### src/rtl/tt_chk_pkg.sv
// tt_chk_pkg: FSM states, wait-counter width and golden-table lookup for tt_equiv_checker
package tt_chk_pkg;
    typedef enum logic [1:0] {ST_IDLE, ST_SETTLE, ST_SAMPLE, ST_DONE} state_t;
    localparam int CNT_W = 4;
    localparam int MAX_M = 256;
    function automatic logic exp_bit(input logic [MAX_M-1:0] tbl, input logic [7:0] m);
        return tbl[m];
    endfunction
endpackage

### src/rtl/tt_settle_timer.sv
// tt_settle_timer: loadable down-counter that stops at zero and flags it
module tt_settle_timer
    import tt_chk_pkg::*;
(
    input  logic             clk,
    input  logic             rst_n,
    input  logic             load,
    input  logic [CNT_W-1:0] load_val,
    input  logic             dec,
    output logic             zero
);
    logic [CNT_W-1:0] cnt;
    always_ff @(posedge clk)
        if (!rst_n) cnt <= '0;
        else        cnt <= load ? load_val : (dec && cnt != '0) ? cnt - 1'b1 : cnt;
    assign zero = cnt == '0;
endmodule

### config.mk
export PLATFORM = sky130hd
export DESIGN_NAME = tt_settle_timer
export DESIGN_NICKNAME = d
export VERILOG_FILES = /design/src/rtl/tt_chk_pkg.sv /design/src/rtl/tt_settle_timer.sv
export SDC_FILE = /design/constraint.sdc
export NUM_CORES = 1
export LEC_CHECK = 0
export CAP_MARGIN = 20
export CORE_AREA = 2 2 39 41
export CTS_BUF_LIST = sky130_fd_sc_hd__clkbuf_8
export DETAILED_ROUTE_END_ITERATION = 10
export DIE_AREA = 0 0 41 43
export GPL_TIMING_DRIVEN = 1
export PLACE_DENSITY = 0.48
export RECOVER_POWER = 25
export SLEW_MARGIN = 20
export SYNTH_ARGS = -nofsm -noshare
export SYNTH_HDL_FRONTEND = slang
export SYNTH_SLANG_ARGS = --single-unit
### constraint.sdc
create_clock -name clk -period 1.8 [get_ports clk]
set_clock_uncertainty 0.05 [all_clocks]
set_input_delay 0.45 -clock clk [delete_from_list [all_inputs] [get_ports clk]]
set_output_delay 0.45 -clock clk [all_outputs]
set_load 0.02 [all_outputs]
==> flow_metrics.tcl, run 1 <==
set metrics [dict create \
    total_leakage_power_nw 0.207 \
    finalSetupTns_ns 0 \
    status "complete, no violations" \
    period_share_pct 98.5 \
    detailedRoute.firstIterationViolations 2 \
    final_max_slew_viol_count 0 \
    netlist.area_leader.share_pct 31.1 \
    layout-drive-gt1-share_pct 43.1 \
    instances_no_fill 67 \
    syn2layout_area_growth_pct 86.9 \
    cts.path.max_buffers 2 \
    cts-root-buf "sky130_fd_sc_hd__clkbuf_8" \
    io-pin-count 9 \
    power.share.combinational_pct 29.0 \
    largestRegisters "cnt: 4 flops" \
    setup.worst_path.end_class "output pin" \
    n_fill_cell 142 \
    port-buffer-count 8 \
    synth_edf_count 0 \
    total_gr_overflow 0 \
    cts.htree.levels 1 \
    netlist-cell-type-count 17 \
    cpPeakStageDelay_ns 0.40 \
    critPathSlowestCell "sky130_fd_sc_hd__or3b_4" \
    worstMarginPinSlew_ns 0.251 \
    coreArea_um2 1380 \
    swShare_pct 24.9 \
    nNetsFinal 62 \
    clk_pin_slew_ns 0.03 \
    largest_net_degree_at_the_start_of_global_routing 8 \
    dpl-instance-area_um2 418 \
    finalWorstPathRequiredPeriod_ns 1.77 \
    setup_repair_after_global_routing_missed_its_margin "true" \
    power_per_cell_area_nw_per_um2 860 \
    globalplace.congestion 0.711 \
    crit_path_cell_trace "inv_2, ha_4, or3b_4, clkinv_4, buf_6" \
    max-cap-violations 0 \
    yosys-top-cells-count "sky130_fd_sc_hd__inv_1, sky130_fd_sc_hd__dfxtp_1, sky130_fd_sc_hd__a21oi_1, sky130_fd_sc_hd__nand3_1, sky130_fd_sc_hd__nor2_1" \
    timing.critical_path.from_type "register" \
    whs_path_depth 3 \
    share_of_total_power_in_sequential_cells_pct 24.6 \
    synth.net_count 40 \
    avgRoutedWirePerCell_um 9.22 \
    hold_class "reg2reg" \
    fin_ws_ns 0.0277 \
    postSynthAreaPerCell_um2 8.31 \
    count_leader_synth "sky130_fd_sc_hd__inv_1" \
    placed_cells 63 \
    placement.setup.worst_slack_ns -0.258 \
    flip_flop_count_of_the_largest_register_all_copies_and_words_added 4 \
    synthTopCellsByArea "sky130_fd_sc_hd__dfxtp_1, sky130_fd_sc_hd__inv_1, sky130_fd_sc_hd__a21oi_1" \
    critical_setup_path_kind "reg2out" \
    rows 14 \
    num_vias 290 \
    drt_drc_violations_left 0 \
    internal_power_mw 0.311 \
    dp_hpwl_um 498 \
    final_cell_area_um2 482 \
    n_antenna_cell 0 \
    top_register "cnt" \
    headroom_to_the_max_slew_limit_pct 83.2 \
    antenna_found_initial 0 \
    cts_tree "built" \
    flip_flop_and_latch_count_after_synthesis 4 \
    tritoncts.num_buffers 3 \
    number_of_vias_per_cell_after_detailed_routing 4.33 \
    power.ir.vdd_worst_v 0.000292 \
    clock_sinks 4 \
    timing.final.setup_violations 0 \
    netSwitchingPower_mw 0.103 \
    yosysTopAreaCell "sky130_fd_sc_hd__dfxtp_1" \
    synth.yosys.warnings 0 \
    fmaxAchievable_mhz 564 \
    ys_seq_area_share_pct 31.1 \
    worst_skew_pair.late_latency_ns 0.22 \
    hold_buffers 0 \
    die_height_um 43 \
    async_flop_share_pct 0 \
    multiInputGateArea_um2 166 \
    firstDrtPassIters 2 \
    required_ns 1.30 \
    critPathMaxFanout 2 \
    footprint_of_the_flip_flops_and_latches_um2 81.3 \
    crit_arrival_ns 1.27 \
    chipWidth_um 41 \
    number_of_failing_hold_endpoints_at_the_final_stage 0 \
    globalRouteTotalUtil_pct 8.22 \
    antenna_left 0 \
    wire_length_of_the_first_global_routing_pass_um 952 \
    dominantRegCellSynth "sky130_fd_sc_hd__dfxtp_1" \
    grt_pass1_vias 265 \
    pwr-share-clk_pct 46.4 \
    floorplan.initialDensity_pct 18.6 \
    wl_um 618 \
    post_synthesis_cell_count 31 \
    reg2reg_depth 8 \
    postLayoutCoreUtil_pct 34.8 \
    floorplan.die_area_um2 1760 \
    synthesis.area_um2 258 \
]
## power by group through the flow
| stage | sequential [mW] | combinational [mW] | clock [mW] |
|---|---|---|---|
| 2_1_floorplan | 0.104 | 0.0480 | 0 |
| 3_3_place_gp | 0.102 | 0.110 | 0 |
| 3_5_place_dp | 0.102 | 0.109 | 0 |
| 4_1_cts | 0.102 | 0.118 | 0.195 |
| 5_1_grt | 0.102 | 0.134 | 0.199 |
| 6_report | 0.102 | 0.120 | 0.192 |
## what timing repair did
action,CTS,global route
endpoints found under the hold margin,0,0
gates cloned,0,0
buffers inserted,0,1
resized for setup,11,1
pin swaps,1,0
endpoints found under the setup margin,1,1
## layout make-up
type / count / share of cell area (%)
clock buffer: 3 / 8.57
timing repair buffer: 17 / 30.1
sequential: 4 / 16.9
inverter: 6 / 5.71
tap: 16 / 4.16
multi-input combinational: 21 / 34.5
## cell usage in the layout (no fill, tap or decap), types with 2 or more instances in the layout
cell type	instances
sky130_fd_sc_hd__buf_4	8
sky130_fd_sc_hd__clkdlybuf4s50_1	7
sky130_fd_sc_hd__inv_1	3
sky130_fd_sc_hd__a21oi_1	3
sky130_fd_sc_hd__nor2_1	3
sky130_fd_sc_hd__nand3_1	3
sky130_fd_sc_hd__clkbuf_8	3
sky130_fd_sc_hd__dfxtp_1	3
sky130_fd_sc_hd__inv_2	2
sky130_fd_sc_hd__o21ai_0	2
## metal layers
metal / vias up / part of all wire [%] / global-route usage [%]
met1: 125 / 47 / 9.29
met3: 2 / 5.7 / 3.14
met2: 11 / 46 / 11.9
met5: - / 0 / 0
li1: 152 / - / -
met4: 0 / 0.97 / 6.00
## cell families after synthesis
family / Yosys count / share of synthesized area [%]
simple gates: 11 / 28.6
compound gates: 8 / 22.3
buf+inv: 6 / 9.22
flops: 4 / 31.1
mux: 1 / 3.88
fa+ha+maj: 1 / 4.85
## worst max-delay path, delay by kind of cell (launching register included)
kind,cells,cell delay [ns]
and+or+nand+nor,1,0.40
DFF,1,0.31
buffers and inverters,3,0.23
adders and majority gates,1,0.12
## through the flow
stage	power [mW]	hold WS, ns
finish	0.414	0.523
global route	0.435	0.544
CTS	0.414	0.532
detailed placement	0.211	0.544
global placement	0.212	0.548
floorplan	0.152	0.448
## path summary, 6_finish.rpt
path | from | to | slack, ns
worst max register to register | cnt[1] | cnt[0] | 0.26
worst min-delay path | cnt[0] | cnt[0] | 0.52
worst max-delay path | cnt[1] | zero | 0.03
worst min register to register | cnt[0] | cnt[0] | 0.52
No activity file was read; power rests on OpenSTA's default activity.
==> run 2, diff against run 1 <==
--- a/config.mk
+++ b/config.mk
@@ -13,6 +13,7 @@
 export GPL_TIMING_DRIVEN = 1
 export PLACE_DENSITY = 0.48
 export RECOVER_POWER = 25
+export SETUP_SLACK_MARGIN = 0.4
 export SLEW_MARGIN = 20
 export SYNTH_ARGS = -nofsm -noshare
 export SYNTH_HDL_FRONTEND = slang
==> run 2 against run 1 <==
- clock power fell by 2%
- via count fell by 2.4%
- first-iteration DRC count rose by 50%
- wire length up 12%
- non-clock buffer count fell by 2
- sequential share of layout area up 0.13 points
- global-route usage up 1.7 points
- combinational power is essentially flat
- critical path depth is the same
- fmax fell by 0.24%
- register-to-register slack improved by 0.07 ns
- power shrank 0.48%
==> flow_metrics.tcl, run 2 (synthesis gave the netlist of run 1 again) <==
set metrics [dict create \
    status "complete, no violations" \
    critical_setup_path_kind "reg2out" \
    grt_pass1_vias 293 \
    timing.critical_path.from_type "register" \
    hold_buffers 0 \
    antenna_found_initial 0 \
    io-pin-count 9 \
    largestRegisters "cnt: 4 flops" \
    detailed_route_wire_length_on_metal_1_um 284 \
    worstMarginPinSlew_ns 0.227 \
    top_layer_reached_by_signal_wires "met3" \
    largest_net_degree_at_the_start_of_global_routing 8 \
    avgRoutedWirePerCell_um 10.6 \
    n_fill_cell 155 \
    top_register "cnt" \
    critPathMaxFanout 2 \
    routed_wl_met2_um 344 \
    cts.path.max_buffers 2 \
    setup.worst_path.end_class "output pin" \
    syn2layout_area_growth_pct 88.3 \
    chipWidth_um 41 \
    drt_drc_violations_left 0 \
    final_common_cell "sky130_fd_sc_hd__buf_4" \
    crit_arrival_ns 1.28 \
    antenna_left 0 \
    setup_repair_after_global_routing_missed_its_margin "true" \
    instances_no_fill 65 \
    placement.setup.worst_slack_ns -0.244 \
    layout-drive-gt1-share_pct 46.9 \
    cts.htree.levels 1 \
    period_share_pct 98.7 \
    hold_class "reg2reg" \
    multiInputGateArea_um2 181 \
    fmaxAchievable_mhz 563 \
    flip_flop_count_of_the_largest_register_all_copies_and_words_added 4 \
    timing.final.setup_violations 0 \
    firstDrtPassIters 4 \
    port-buffer-count 8 \
    fin_ws_ns 0.0234 \
    wl_um 692 \
    placed_cells 62 \
    worst_skew_pair.late_latency_ns 0.22 \
    power.ir.vdd_worst_v 0.000519 \
    floorplan.initialDensity_pct 18.6 \
    required_ns 1.30 \
    final_max_slew_viol_count 0 \
    max-cap-violations 0 \
    die_height_um 43 \
    num_vias 283 \
    dp_hpwl_um 544 \
    power_per_cell_area_nw_per_um2 849 \
    post_cts_buffers 0 \
    detailedRoute.firstIterationViolations 3 \
    floorplan.die_area_um2 1760 \
    footprint_of_the_flip_flops_and_latches_um2 82.6 \
    coreArea_um2 1380 \
    cts_tree "built" \
    wire_length_of_the_first_global_routing_pass_mm 1.11 \
    total_gr_overflow 0 \
    clock_sinks 4 \
    finalWorstPathRequiredPeriod_ns 1.78 \
    headroom_to_the_max_slew_limit_pct 84.8 \
    layout_common_cells "sky130_fd_sc_hd__buf_4, sky130_fd_sc_hd__clkdlybuf4s50_1" \
    met3_wirelength_um 62 \
    finalSetupTns_ns 0 \
    clk_pin_slew_ns 0.03 \
    number_of_vias_per_cell_after_detailed_routing 4.35 \
    n_antenna_cell 0 \
    total_leakage_power_nw 0.208 \
    tritoncts.num_buffers 3 \
    nNetsFinal 60 \
    postLayoutCoreUtil_pct 35.1 \
    globalRouteTotalUtil_pct 9.94 \
    rows 14 \
    hold_slack_ns 0.520 \
    number_of_failing_hold_endpoints_at_the_final_stage 0 \
    cts-root-buf "sky130_fd_sc_hd__clkbuf_8" \
    globalplace.congestion 0.691 \
]
run 2: report_power, final:
part           internal [mW]  switching (mW)  leakage (nW)  total, mW
clock network          0.142          0.0460        0.0216      0.188
registers             0.0981         0.00556        0.0338      0.104
logic                 0.0682          0.0519         0.153      0.120
run 2: repair_timing:
action                     in CTS  in global routing
pin swaps                       0                  1
gates resized for setup         8                  1
hold endpoints to repair        0                  0
setup endpoints to repair       5                  3
run 2: worst paths after layout:
kind / from / endpoint / slack [ns] / cells after the start
worst max-delay path: cnt[1] / zero / 0.02 / 5
worst max register to register: cnt[1] / cnt[0] / 0.33 / 7
worst min-delay path: cnt[3] / cnt[3] / 0.52 / 2
worst min register to register: cnt[3] / cnt[3] / 0.52 / 2
run 2: area by class of cell:
cell class / instances / area share, %
Inverter: 6 / 5.67
Multi-Input combinational cell: 21 / 37.4
Sequential cell: 4 / 17.0
Clock buffer: 3 / 8.51
Timing Repair Buffer: 15 / 27.3
Tap cell: 16 / 4.12
run 2: stage by stage:
step	power, mW	cell area (um^2)
finish	0.412	485
global route	0.436	485
CTS	0.418	479
detailed placement	0.220	429
global placement	0.219	429
floorplan	0.161	277
run 2: worst max-delay path, stage by stage, from the launching register on:
cell                       delay [ns]
sky130_fd_sc_hd__dfxtp_2         0.32
sky130_fd_sc_hd__inv_2           0.06
sky130_fd_sc_hd__ha_4            0.12
sky130_fd_sc_hd__or3b_4          0.39
sky130_fd_sc_hd__clkinv_4        0.06
sky130_fd_sc_hd__buf_6           0.10
run 2: metal layers:
layer / up-vias / GRT usage, %
li1: 148 / -
met1: 120 / 9.97
met2: 15 / 15.6
met3: 0 / 6.28
met4: 0 / 4.00
met5: - / 0
==> run 3, diff against run 2 <==
--- a/config.mk
+++ b/config.mk
@@ -5,13 +5,14 @@
 export SDC_FILE = /design/constraint.sdc
 export NUM_CORES = 1
 export LEC_CHECK = 0
+export ABC_AREA = 1
 export CAP_MARGIN = 20
 export CORE_AREA = 2 2 39 41
 export CTS_BUF_LIST = sky130_fd_sc_hd__clkbuf_8
 export DETAILED_ROUTE_END_ITERATION = 10
 export DIE_AREA = 0 0 41 43
 export GPL_TIMING_DRIVEN = 1
-export PLACE_DENSITY = 0.48
+export PLACE_DENSITY = 0.49
 export RECOVER_POWER = 25
 export SETUP_SLACK_MARGIN = 0.4
 export SLEW_MARGIN = 20
==> run 3 against run 2 <==
- design area did not move
- count of clock-buffer cells in the layout stayed put
- sequential power is essentially flat
- area after synthesis rose by 7.3%
- critical path type unchanged
- hold slack got worse by 0.035 ns
- largest cell class unchanged
==> flow_metrics.tcl, run 3 <==
set metrics [dict create \
    critPathSlowestCell "sky130_fd_sc_hd__dfxtp_2" \
    antenna_left 0 \
    floorplan.die_area_um2 1760 \
    port-buffer-count 8 \
    number_of_vias_per_cell_after_detailed_routing 3.99 \
    period_share_pct 81.1 \
    headroom_to_the_max_slew_limit_pct 80.5 \
    crit_top_cell "sky130_fd_sc_hd__inv_2" \
    netlist-cell-type-count 12 \
    worstMarginPinSlew_ns 0.293 \
    number_of_failing_hold_endpoints_at_the_final_stage 0 \
    power_per_cell_area_nw_per_um2 883 \
    finalSetupTns_ns 0 \
    timing.critical_path.from_type "register" \
    firstDrtPassIters 4 \
    clk_pin_slew_ns 0.03 \
    ys_seq_area_share_pct 29.0 \
    fmaxAchievable_mhz 685 \
    setup.worst_path.end_class "output pin" \
    largestRegisters "cnt: 4 flops" \
    n_fill_cell 148 \
    yosysTopAreaCell "sky130_fd_sc_hd__dfxtp_1" \
    async_flop_share_pct 0 \
    finalWorstPathRequiredPeriod_ns 1.46 \
    final_max_slew_viol_count 0 \
    layout_common_cells "sky130_fd_sc_hd__nand2_1, sky130_fd_sc_hd__buf_4, sky130_fd_sc_hd__clkdlybuf4s50_1" \
    status "complete, no violations" \
    netlist.area_leader.share_pct 29.0 \
    dp_hpwl_um 480 \
    detailedRoute.firstIterationViolations 4 \
    total_gr_overflow 0 \
    synth.yosys.warnings 0 \
    layout-drive-gt1-share_pct 32.3 \
    wl_um 660 \
    hold_slack_ns 0.485 \
    globalRouteTotalUtil_pct 9.04 \
    count_leader_synth "sky130_fd_sc_hd__nand2_1" \
    crit_arrival_ns 0.96 \
    postSynthAreaPerCell_um2 5.88 \
    worst_skew_pair.late_latency_ns 0.22 \
    total_leakage_power_nw 0.238 \
    avgRoutedWirePerCell_um 8.15 \
    cpPeakStageDelay_ns 0.32 \
    top_register "cnt" \
    yosys-top-cells-count "sky130_fd_sc_hd__nand2_1, sky130_fd_sc_hd__inv_1, sky130_fd_sc_hd__a21oi_1, sky130_fd_sc_hd__dfxtp_1, sky130_fd_sc_hd__nand3_1" \
    dominantRegCellSynth "sky130_fd_sc_hd__dfxtp_1" \
    final_common_cell "sky130_fd_sc_hd__nand2_1" \
    clock_sinks 4 \
    hold_class "reg2reg" \
    synthesis.area_um2 277 \
    wire_length_of_the_first_global_routing_pass_mm 1.04 \
    antenna_found_initial 0 \
    timing.final.setup_violations 0 \
    flip_flop_count_of_the_largest_register_all_copies_and_words_added 4 \
    cts.htree.levels 1 \
    power.ir.vdd_worst_v 0.000368 \
    synth_edf_count 0 \
    coreArea_um2 1380 \
    rows 14 \
    cts-root-buf "sky130_fd_sc_hd__clkbuf_8" \
    max-cap-violations 0 \
    nNetsFinal 76 \
    post_synthesis_cell_count 47 \
    syn2layout_area_growth_pct 75.6 \
    required_ns 1.30 \
    largest_net_degree_at_the_start_of_global_routing 9 \
    critPathMaxFanout 2 \
    drt_drc_violations_left 0 \
    flip_flop_and_latch_count_after_synthesis 4 \
    cts_tree "built" \
    n_antenna_cell 0 \
    globalplace.congestion 0.679 \
    floorplan.initialDensity_pct 20.0 \
    die_height_um 43 \
    num_vias 323 \
    cts.path.max_buffers 2 \
    chipWidth_um 41 \
    setup_repair_after_global_routing_missed_its_margin "true" \
    tritoncts.num_buffers 3 \
    crit_path_cell_trace "inv_2, ha_4, nand2_2, inv_2, buf_6" \
    grt_pass1_vias 282 \
    critical_setup_path_kind "reg2out" \
    synthTopCellsByArea "sky130_fd_sc_hd__dfxtp_1, sky130_fd_sc_hd__nand2_1, sky130_fd_sc_hd__inv_1" \
    io-pin-count 9 \
    synth.net_count 56 \
]
run 3: layout make-up:
class / instances / area, um^2 / area share, %
clock buffers: 3 / 41.3 / 8.51
inverters: 8 / 30.0 / 6.19
multi-input cells: 35 / 179 / 36.9
flip-flops and latches: 4 / 82.6 / 17.0
well taps: 16 / 20.0 / 4.12
repair buffers: 15 / 133 / 27.3
run 3: per-layer routing:
metal	track usage (%)	share of wire [%]	vias to the layer above
met5	0	0	-
met4	8.00	3.3	0
met1	9.97	45	131
met3	3.14	5.0	3
li1	-	-	182
met2	12.8	47	7
run 3: through the flow:
stage / cell area, um^2 / util, % / setup slack, ns / std cells / power [mW]
final: 485 / 35.1 / 0.341 / 81 / 0.429
after global routing: 485 / 35.1 / 0.305 / 81 / 0.456
after CTS: 488 / 35.3 / 0.344 / 81 / 0.437
after detailed placement: 399 / 28.8 / 0.0222 / 74 / 0.217
after global placement: 399 / 28.8 / 0.0457 / 74 / 0.218
after floorplan: 277 / - / 0.518 / 47 / 0.167
run 3: cell families after synthesis:
kind of cell | share of synthesized area (%)
flops | 29.0
compound gates | 10.9
buf+inv | 10.9
fa+ha+maj | 4.52
simple gates | 44.8
run 3: critical path: cells and delay by family, from the launching register on:
kind | cells | cell delay [ns]
and+or+nand+nor | 1 | 0.07
DFF | 1 | 0.32
buffers and inverters | 3 | 0.20
adders and majority gates | 1 | 0.15
run 3: path summary, 6_finish.rpt:
kind | start | end | slack [ns] | cells after the start
worst max-delay path | cnt[0] | zero | 0.34 | 5
worst min-delay path | cnt[2] | cnt[2] | 0.49 | 2
worst max register to register | cnt[0] | cnt[2] | 0.44 | 9
worst min register to register | cnt[2] | cnt[2] | 0.49 | 2
run 3: repair_timing:
| action | 4_1_cts | 5_1_grt |
|---|---|---|
| gates resized for setup | 15 | 0 |
| endpoints found under the setup margin | 4 | 1 |
| setup buffers | 4 | 0 |
| hold buffers | 0 | 0 |
| pin swaps | 1 | 0 |
run 3: power breakdown:
part | switching (mW) | internal [mW] | total (mW)
Sequential | 0.00726 | 0.0989 | 0.106
Combinational | 0.0609 | 0.0741 | 0.135
Clock | 0.0452 | 0.142 | 0.188
==> edit 1 (flow settings as in run 3) <==
Register the inputs `load`, `load_val` and `dec` before use. The logic sees them one clock later.
--- a/src/rtl/tt_settle_timer.sv
+++ b/src/rtl/tt_settle_timer.sv
@@ -9,10 +9,21 @@
     input  logic             dec,
     output logic             zero
 );
+
+    logic load_q;
+    logic [CNT_W-1:0] load_val_q;
+    logic dec_q;
+
+    always_ff @(posedge clk) begin
+        load_q     <= load;
+        load_val_q <= load_val;
+        dec_q      <= dec;
+    end
+
     logic [CNT_W-1:0] cnt;
     always_ff @(posedge clk)
         if (!rst_n) cnt <= '0;
-        else        cnt <= load ? load_val : (dec && cnt != '0) ? cnt - 1'b1 : cnt;
+        else        cnt <= load_q ? load_val_q : (dec_q && cnt != '0) ? cnt - 1'b1 : cnt;
     assign zero = cnt == '0;
 endmodule
 
Behaviour: not the same (a bounded check fails within 4 cycles, from zero or initial values and one cycle with rst_n low).
==> edit 1 against run 3 <==
- total power is 40% higher
- worst setup slack worse by 0.020 ns
- wire length is 5.8% higher
- core utilization is 8.4 points higher
- non-clock buffer count is 1 lower
- design area is 24% higher
- synthesized cell count is 13% higher
- die area stayed put
- sequential cell count is 6 higher
- area after synthesis is 43% higher
- critical path depth stayed put
- largest power group is now sequential cells
- highest routed layer unchanged
==> edit 1: results <==
[pwr]
leakage_nw = 0.282
vdd_drop_max_mv = 0.444

[status]
status = complete, no violations

[drt]
route.vias.total = 355
first_iter_violations = 5
totalWireLength_um = 698
wl_per_cell_um = 8.12

[finish]
drive_above_1_share = 0.300
top_regs = cnt: 4 flops, load_val_q: 4 flops
clk_share = 0.0686
buffer_area_frac = 0.210
fill_cells = 154
n_all_buffers = 14

[global_routing]
grt_usage = 0.107
first_global_vias = 337

[synth]
synth_fa_ha_area_frac = 0.0315
yosysSeqAreaShare = 0.505
ys_top_cells_by_count = nand2_1 (18), dfxtp_1 (10), inv_1 (7)
synth_nets = 62
synth-compound-area-share = 0.0757
syn_inst = 53

[worst_hold_path]
worstHoldStart = cnt[0]$_SDFFE_PN0P_
whs_endpoint = cnt[0]$_SDFFE_PN0P_

[place]
place_ws_ns = 0.0148
gp_congestion = 0.748
dpl.hpwl_um = 500

[sta]
slew_headroom = 0.807

[setup_path]
cp_max_fo = 3
ff2ff_setup_slack_ns = 0.51
-- edit 1: cell count changes in the layout (fill, tap and decap cells not counted) --
| cell | run 3 | this run |
|---|---|---|
| dlygate4sd2_1 | 1 | 0 |
| buf_4 | 7 | 6 |
| dlygate4sd3_1 | 0 | 2 |
| nand2_1 | 18 | 17 |
| dfxtp_1 | 2 | 8 |
| nand2_2 | 2 | 3 |
| clkdlybuf4s50_1 | 6 | 5 |
-- edit 1: stage by stage --
stage / instance area, um^2 / total power, mW
finish: 602 / 0.599
global route: 602 / 0.641
CTS: 587 / 0.600
detailed placement: 504 / 0.353
global placement: 504 / 0.352
floorplan: 397 / 0.313
-- edit 1: per-layer routing --
layer,track usage,part of all wire,vias up
met5,0,0,-
met2,0.141,0.49,8
met1,0.141,0.46,147
li1,-,-,198
met3,0.0314,0.027,2
met4,0.0800,0.020,0
-- edit 1: repair_timing --
| item | in CTS | in global routing |
|---|---|---|
| gates resized for setup | 13 | 1 |
| setup buffers | 3 | 2 |
| pin swaps | 2 | 0 |
| endpoints found under the setup margin | 1 | 1 |
-- edit 1: worst max-delay path by stage --
stage	start	slack (ns)	to	cells after the start
floorplan	cnt[0]$_SDFFE_PN0P_	0.52	zero	4
global placement	cnt[0]$_SDFFE_PN0P_	0.04	zero	5
detailed placement	cnt[0]$_SDFFE_PN0P_	0.01	zero	5
CTS	cnt[0]$_SDFFE_PN0P_	0.32	zero	5
global route	cnt[0]$_SDFFE_PN0P_	0.29	zero	5
finish	cnt[0]$_SDFFE_PN0P_	0.32	zero	5
-- edit 1: power by group --
| group | switching (mW) | internal (mW) |
|---|---|---|
| logic | 0.0571 | 0.0718 |
| registers | 0.0123 | 0.239 |
| clock network | 0.0731 | 0.145 |
| total | 0.143 | 0.456 |
==> edit 2 (settings of run 3) <==
Made on the original files. Change the package constant `CNT_W` from 4 to 5.
--- a/src/rtl/tt_chk_pkg.sv
+++ b/src/rtl/tt_chk_pkg.sv
@@ -1,7 +1,7 @@
 // tt_chk_pkg: FSM states, wait-counter width and golden-table lookup for tt_equiv_checker
 package tt_chk_pkg;
     typedef enum logic [1:0] {ST_IDLE, ST_SETTLE, ST_SAMPLE, ST_DONE} state_t;
-    localparam int CNT_W = 4;
+    localparam int CNT_W = 5;
     localparam int MAX_M = 256;
     function automatic logic exp_bit(input logic [MAX_M-1:0] tbl, input logic [7:0] m);
         return tbl[m];
Ports: changed (resized load_val); port bits go from 9 to 10. No check against the original RTL was run, so the function may have changed too.
==> edit 2 against run 3 <==
- sequential cell count grew 1
- total power grew 13%
- worst setup slack lost 0.012 ns
- design area grew 16%
- area after synthesis grew 25%
- wire length grew 24%
- clock power grew 8%
- cell count grew 14%
- largest cell class unchanged
- largest power group unchanged
- highest routed layer unchanged
==> edit 2: results <==
[status]
status = complete, no violations

[finish]
inverters = 9
n_all_buffers = 16
regArea_um2 = 101
top_regs = cnt: 5 flops
fin_cells = 92
final_util = 0.407
clk_share = 0.0800
multi_input_gates = 42

[synth]
yosysSeqAreaShare = 0.289
ys_top_cells_by_count = nand2_1 (15), nor2_1 (10), inv_1 (9)
synthTopCellsByArea = dfxtp_1 (29%), nand2_1 (16%), nor2_1 (11%)
syn_avg_cell_area_um2 = 6.08
synth_cell_types = 13
synth_nets = 67

[place]
gp_congestion = 0.727
placed_cells = 85
place_ws_ns = 0.00104

[global_routing]
grt_pass1_wl_um = 1200
grt_max_degree = 14

[pwr]
vdd_drop_max_mv = 0.266
clkPwrFrac = 0.417
leakage_nw = 0.288
seqPwrFrac = 0.269
swShare = 0.282

[drt]
wl_met1_um = 371
met2_length_um = 377
totalWireLength_um = 817
dr_wl_met3_um = 41

[sta]
slew_headroom = 0.851

[clocking]
ctsResizeCount = 13
postCtsSetupBuffers = 3
-- edit 2: worst paths after layout --
kind                  startpoint                   to  slack (ns)  depth (start not counted)
max reg2reg  cnt[0]$_SDFFE_PN0P_  cnt[2]$_SDFFE_PN0P_        0.50                         10
min          cnt[4]$_SDFFE_PN0P_  cnt[4]$_SDFFE_PN0P_        0.42                          2
min reg2reg  cnt[4]$_SDFFE_PN0P_  cnt[4]$_SDFFE_PN0P_        0.42                          2
max          cnt[0]$_SDFFE_PN0P_                 zero        0.33                          5
-- edit 2: cells by family (layout without fill, tap and decap cells) --
logic type,Yosys count,after routing,synth area share
buffers and inverters,10,29,0.130
AO/OA/AOI/OAI,5,5,0.0722
adder cells (fa/ha/maj),1,1,0.0361
flip-flops,5,5,0.289
AND/OR/NAND/NOR,36,36,0.473
-- edit 2: worst max-delay path: stages (launching register included) --
cell	delay [ns]
dfxtp_2	0.31
inv_2	0.07
ha_4	0.13
nand3_2	0.08
inv_2	0.06
buf_6	0.10
